<file path="src/rtl/rf_writeback_ctrl.sv">
// rf_writeback_ctrl: merges ALU results (no backpressure) and load results
// (valid/ready) into a single registered register-file write stream.
// The ALU has priority; loads that lose the port wait in a small in-order
// queue. x0 writes are dropped, and an ALU write kills any queued load that
// targets the same register (write-after-write).
// Optional feature: define RF_WB_BYPASS_EN to add combinational forwarding
// ports (byp_rs1/byp_rs2 -> byp_hit1/2, byp_data1/2) for decode.
module rf_writeback_ctrl #(
  parameter int DATA_W = 32,
  parameter int ADDR_W = 5,
  parameter int QDEPTH = 4
) (
  input  logic                        clk,
  input  logic                        rst,
  input  logic                        alu_valid,
  input  logic [ADDR_W-1:0]           alu_rd,
  input  logic [DATA_W-1:0]           alu_data,
  input  logic                        ld_valid,
  output logic                        ld_ready,
  input  logic [ADDR_W-1:0]           ld_rd,
  input  logic [DATA_W-1:0]           ld_data,
  output logic                        rf_wen,
  output logic [ADDR_W-1:0]           rf_rd,
  output logic [DATA_W-1:0]           rf_wdata,
  output logic [$clog2(QDEPTH):0]     q_count
`ifdef RF_WB_BYPASS_EN
  ,
  input  logic [ADDR_W-1:0]           byp_rs1,
  input  logic [ADDR_W-1:0]           byp_rs2,
  output logic                        byp_hit1,
  output logic                        byp_hit2,
  output logic [DATA_W-1:0]           byp_data1,
  output logic [DATA_W-1:0]           byp_data2
`endif
);

  localparam int PW = $clog2(QDEPTH);
  localparam int CW = PW + 1;

  // Queue storage: one valid bit per entry so WAW kills can retire an entry
  // without writing it.
  logic [QDEPTH-1:0][ADDR_W-1:0] qrd_q, qrd_d;
  logic [QDEPTH-1:0][DATA_W-1:0] qdata_q, qdata_d;
  logic [QDEPTH-1:0]             qvld_q, qvld_d;
  logic [PW-1:0]                 head_q, head_d, tail_q, tail_d;
  logic [CW-1:0]                 count_q, count_d;

  logic                          rf_wen_q, rf_wen_d;
  logic [ADDR_W-1:0]             rf_rd_q, rf_rd_d;
  logic [DATA_W-1:0]             rf_wdata_q, rf_wdata_d;

  logic alu_w, ld_acc, q_empty, pop, byp, push;

  // Handshake and write-port arbitration decisions for this cycle.
  always_comb begin
    ld_ready = !rst && (count_q < CW'(QDEPTH));
    alu_w    = alu_valid && (alu_rd != '0);
    ld_acc   = ld_valid && ld_ready;
    q_empty  = (count_q == '0);
    pop      = !alu_w && !q_empty;
    byp      = !alu_w && q_empty && ld_acc && (ld_rd != '0);
    push     = ld_acc && (ld_rd != '0) && !byp;
  end

  // Next-state for the write port, queue contents and pointers.
  always_comb begin
    rf_wen_d   = 1'b0;
    rf_rd_d    = rf_rd_q;
    rf_wdata_d = rf_wdata_q;
    qrd_d      = qrd_q;
    qdata_d    = qdata_q;
    qvld_d     = qvld_q;
    head_d     = head_q;
    tail_d     = tail_q;
    count_d    = count_q;

    if (alu_w) begin
      rf_wen_d   = 1'b1;
      rf_rd_d    = alu_rd;
      rf_wdata_d = alu_data;
      // Older queued loads to the same rd are now stale.
      for (int i = 0; i < QDEPTH; i++)
        if (qrd_q[i] == alu_rd) qvld_d[i] = 1'b0;
    end else if (pop) begin
      // A killed head still consumes its slot and the cycle, with no write.
      rf_wen_d = qvld_q[head_q];
      if (qvld_q[head_q]) begin
        rf_rd_d    = qrd_q[head_q];
        rf_wdata_d = qdata_q[head_q];
      end
      qvld_d[head_q] = 1'b0;
      head_d         = head_q + PW'(1);
    end else if (byp) begin
      rf_wen_d   = 1'b1;
      rf_rd_d    = ld_rd;
      rf_wdata_d = ld_data;
    end

    // Push after the kill so a load accepted alongside the ALU write survives.
    if (push) begin
      qrd_d[tail_q]   = ld_rd;
      qdata_d[tail_q] = ld_data;
      qvld_d[tail_q]  = 1'b1;
      tail_d          = tail_q + PW'(1);
    end

    if (push && !pop)      count_d = count_q + CW'(1);
    else if (pop && !push) count_d = count_q - CW'(1);
  end

  // State registers; synchronous reset clears the port and empties the queue.
  always_ff @(posedge clk) begin
    if (rst) begin
      rf_wen_q   <= 1'b0;
      rf_rd_q    <= '0;
      rf_wdata_q <= '0;
      qrd_q      <= '0;
      qdata_q    <= '0;
      qvld_q     <= '0;
      head_q     <= '0;
      tail_q     <= '0;
      count_q    <= '0;
    end else begin
      rf_wen_q   <= rf_wen_d;
      rf_rd_q    <= rf_rd_d;
      rf_wdata_q <= rf_wdata_d;
      qrd_q      <= qrd_d;
      qdata_q    <= qdata_d;
      qvld_q     <= qvld_d;
      head_q     <= head_d;
      tail_q     <= tail_d;
      count_q    <= count_d;
    end
  end

  assign rf_wen   = rf_wen_q;
  assign rf_rd    = rf_rd_q;
  assign rf_wdata = rf_wdata_q;
  assign q_count  = count_q;

`ifdef RF_WB_BYPASS_EN
  logic [PW-1:0] bidx;

  // Forwarding: registered write first, then queued entries oldest to
  // youngest so the youngest valid match wins.
  always_comb begin
    byp_hit1  = 1'b0;
    byp_hit2  = 1'b0;
    byp_data1 = '0;
    byp_data2 = '0;
    bidx      = head_q;
    if (rf_wen_q && rf_rd_q == byp_rs1) begin
      byp_hit1  = 1'b1;
      byp_data1 = rf_wdata_q;
    end
    if (rf_wen_q && rf_rd_q == byp_rs2) begin
      byp_hit2  = 1'b1;
      byp_data2 = rf_wdata_q;
    end
    for (int i = 0; i < QDEPTH; i++) begin
      bidx = head_q + PW'(i);
      if (CW'(i) < count_q && qvld_q[bidx]) begin
        if (qrd_q[bidx] == byp_rs1) begin
          byp_hit1  = 1'b1;
          byp_data1 = qdata_q[bidx];
        end
        if (qrd_q[bidx] == byp_rs2) begin
          byp_hit2  = 1'b1;
          byp_data2 = qdata_q[bidx];
        end
      end
    end
    if (byp_rs1 == '0) begin
      byp_hit1  = 1'b0;
      byp_data1 = '0;
    end
    if (byp_rs2 == '0) begin
      byp_hit2  = 1'b0;
      byp_data2 = '0;
    end
  end
`endif

endmodule

</file>
<file path="config.mk">
export PLATFORM = sky130hd
export DESIGN_NAME = rf_writeback_ctrl
export DESIGN_NICKNAME = d
export VERILOG_FILES = /design/src/rtl/rf_writeback_ctrl.sv
export SDC_FILE = /design/constraint.sdc
export NUM_CORES = 1
export LEC_CHECK = 0
export ABC_CLOCK_PERIOD_IN_PS = 3500
export CORE_MARGIN = 5
export CORE_UTILIZATION = 45
export DETAILED_ROUTE_END_ITERATION = 12
export PLACE_DENSITY = 0.67
export SLEW_MARGIN = 20
export SYNTH_ARGS = -nofsm -noshare
export SYNTH_HDL_FRONTEND = slang
export SYNTH_SLANG_ARGS = --single-unit
</file>
<file path="constraint.sdc">
create_clock -name clk -period 3.5 [get_ports clk]
set_input_delay 0.7 -clock clk [delete_from_list [all_inputs] [get_ports clk]]
set_output_delay 0.7 -clock clk [all_outputs]
set_load 0.1 [all_outputs]
</file>
==> flow_metrics.py <==
metrics = {
    "detailed_routing": {
        "dr.pass1.iters": 5,
        "routed_wl_um": 25000,
        "ant_nets": 0,
        "vias_per_cell": 5.48,
        "wl_per_cell_um": 17.7,
        "drt_iter0_markers": 580,
        "drc_errors": 0,
        "vias": 7775,
    },
    "sta": {
        "fin_skew_ns": 0.0114,
        "fmaxAchievable_ghz": 0.341,
        "worstMarginPinSlew_ns": 0.987,
        "period_share": 0.838,
        "finalHoldViolations": 0,
        "holdWs_ns": 0.452,
        "setup_tns_ns": 0,
        "rsz0062_at_grt": "no",
        "finalMaxSlewViolations": 0,
        "period_needed_ns": 2.93,
        "max_slew_margin": 0.340,
        "setup_viol": 0,
    },
    "run_status": {
        "run_status": "finished, final reports clean",
    },
    "floorplan": {
        "die_h_um": 153,
        "core_mm2": 0.0202,
        "die-area_mm2": 0.0235,
        "die_w_um": 153,
        "num_rows": 52,
        "start_util": 0.456,
        "num_io_pins": 120,
    },
    "global_routing": {
        "grt_use_total": 0.212,
        "grt.overflow.total": 0,
        "antenna_found_initial": 0,
        "grt_use_met3": 0.0407,
        "grt_max_degree": 84,
        "grt_pass1_vias": 7731,
        "grt_pass1_wl_um": 40500,
        "met2_usage": 0.358,
        "grt.busiest_layer": "met2",
        "grt_use_met1": 0.280,
    },
    "power_and_ir_drop": {
        "clock_power_share": 0.261,
        "switching_share": 0.421,
        "powerDensity_mw_per_mm2": 679,
        "p_int_uw": 4340,
        "power.switching_uw": 3160,
        "p_leak_uw": 0.00377,
        "vdd_drop_max_mv": 0.370,
        "power_frac_seq": 0.342,
        "power_frac_comb": 0.397,
        "fin_total_pwr_uw": 7500,
    },
    "synth": {
        "synth.mux.area_fraction": 0.0950,
        "synth-simple-area-share": 0.191,
        "synthMostInstantiatedCell": "nand2_1",
        "yosysSeqAreaShare": 0.428,
        "synth_seq_cells": 197,
        "synth_common_cells": "nand2_1 (373), dfxtp_1 (197), a21oi_1 (157)",
        "synth_fa_ha_area_frac": 0.0144,
        "synth_xor_area_frac": 0.0228,
        "synth_top_area_frac": 0.428,
        "syn-instance-count": 1052,
        "synth_edf_count": 0,
        "yosys.cell_types.count": 37,
        "synth_top_family_by_area": "simple AND/OR/NAND/NOR gates",
        "synth_ff_type": "dfxtp_1",
        "synth_area_per_cell_um2": 8.77,
        "synth_warnings": 0,
        "synth_fp_nets": 1140,
        "async_flop_share": 0,
        "synth_compound_area_frac": 0.176,
        "synth_area_mm2": 0.00922,
        "synth_area_leader_cell": "dfxtp_1",
        "synthTopCellsByArea": "dfxtp_1 (43%), nand2_1 (15%), mux4_2 (9.3%)",
    },
    "cts": {
        "clk_path_buf_depth": 2,
        "cts.htree.levels": 4,
        "cts_sinks": 197,
        "cts_root_buffer": "clkbuf_16",
        "cts_resized": 0,
        "tritoncts": "built",
        "numCtsBuffers": 17,
        "ctsHoldBuffers": 0,
        "post_cts.repair.setup_buffers": 0,
        "clkTransAtPathRegs_ns": 0.08,
        "clock_latency_ns": 0.44,
    },
    "critical_path": {
        "cp-end-kind": "register",
        "required_ns": 3.87,
        "path_buf_inv": 2,
        "crit_top_cell": "a21oi_1",
        "critPathLaunchType": "primary input",
        "cp_slowest_cell": "or4_1",
        "cp_cell_sequence": "clkdlybuf4s50_1 -> or4_1 -> o211ai_1 -> a21oi_1 -> ha_1 -> inv_1 -> fa_1 -> xor2_1 -> or3_1 -> a21oi_1",
        "arrival_ns": 3.30,
        "critical-path-top-delay-family": "simple AND/OR/NAND/NOR gates",
        "path_max_fanout": 6,
        "worstSetupPathType": "primary input to register",
        "cp_slowest_stage_delay_ns": 0.60,
    },
    "finish": {
        "diodes": 0,
        "fin_cells": 1418,
        "multi_input_area_mm2": 0.00466,
        "finish.utilization": 0.546,
        "final.fill_count": 1903,
        "nets": 1223,
        "drive_gt1_frac": 0.139,
        "regArea_mm2": 0.00395,
        "synthToLayoutAreaGrowth_pct": 19.8,
    },
    "placed_design": {
        "dp_hpwl_um": 15500,
        "gp_congestion": 0.827,
        "place_inst": 1386,
        "io_buffers": 119,
    },
    "hold_path": {
        "holdCritPathClass": "register to register",
    },
    "run": {
        "drv_cap": 0,
    },
}
-- final timing paths --
| check | startpoint | to | slack [ns] | depth (start not counted) |
|---|---|---|---|---|
| min | qdata_q[37]$_SDFFE_PP0P_ | qdata_q[37]$_SDFFE_PP0P_ | 0.45 | 2 |
| min reg2reg | qdata_q[37]$_SDFFE_PP0P_ | qdata_q[37]$_SDFFE_PP0P_ | 0.45 | 2 |
| max | ld_rd[0] | q_count[2]$_SDFFE_PP0P_ | 0.57 | 10 |
| max reg2reg | q_count[2]$_SDFFE_PP0P_ | q_count[2]$_SDFFE_PP0P_ | 0.87 | 8 |
-- power groups by stage --
stage | Sequential [uW] | Combinational, uW | Clock [uW]
6_report | 2560 | 2980 | 1960
4_1_cts | 2570 | 3010 | 1990
3_3_place_gp | 2610 | 2990 | 0
5_1_grt | 2590 | 3200 | 2080
3_5_place_dp | 2610 | 3000 | 0
2_1_floorplan | 3360 | 1440 | 0
-- cell families after synthesis --
kind of cell    Yosys count
compound gates          243
fa+ha+maj                10
flops                   197
simple gates            442
mux                      40
xor+xnor                 24
buf+inv                  96
-- worst min-delay path, cell delays in order (launching register included) --
cell	delay, ns
dfxtp_1	0.31
nand2_1	0.05
a21oi_1	0.05
-- metal layers --
| layer | part of all wire | vias up |
|---|---|---|
| met1 | 0.44 | 3766 |
| met4 | 0.015 | 0 |
| li1 | - | 3741 |
| met5 | 0 | - |
| met2 | 0.49 | 236 |
| met3 | 0.057 | 32 |
-- flip-flops by register name (all words and copies together) (netlist names) --
signal	flops
qdata_q	128
rf_wdata	32
qrd_q	20
rf_rd	5
qvld_q	4
q_count	3
head_q	2
tail_q	2
rf_wen	1
-- stage by stage --
stage / setup WS, ns / area, um^2
global route: 0.459 / 11000
finish: 0.565 / 11000
global placement: 0.238 / 10500
floorplan: 0.311 / 9230
CTS: 0.621 / 11000
detailed placement: 0.175 / 10500
-- area by class of cell --
class,count,area share
clock buffer,18,0.0398
clock inverter,14,0.0129
inverter,6,0.00204
multi-input combinational,759,0.422
sequential,197,0.357
tap,270,0.0306
timing repair buffer,154,0.135
-- layout by cell type, fill, tap and decap left out, types with 6 or more instances in the layout --
master / netlist / layout
clkbuf_16: 0 / 17
ha_1: 9 / 9
buf_4: 15 / 39
mux4_2: 38 / 38
nand3_1: 44 / 44
nand2_1: 373 / 373
a21oi_1: 157 / 157
nor3_1: 7 / 6
clkdlybuf4s50_1: 0 / 110
o2bb2ai_2: 30 / 30
xor2_1: 14 / 14
dfxtp_1: 197 / 195
o21ai_0: 36 / 36
xnor2_1: 10 / 10
inv_1: 6 / 6
Note: power is estimated with default switching activity, not from simulation.
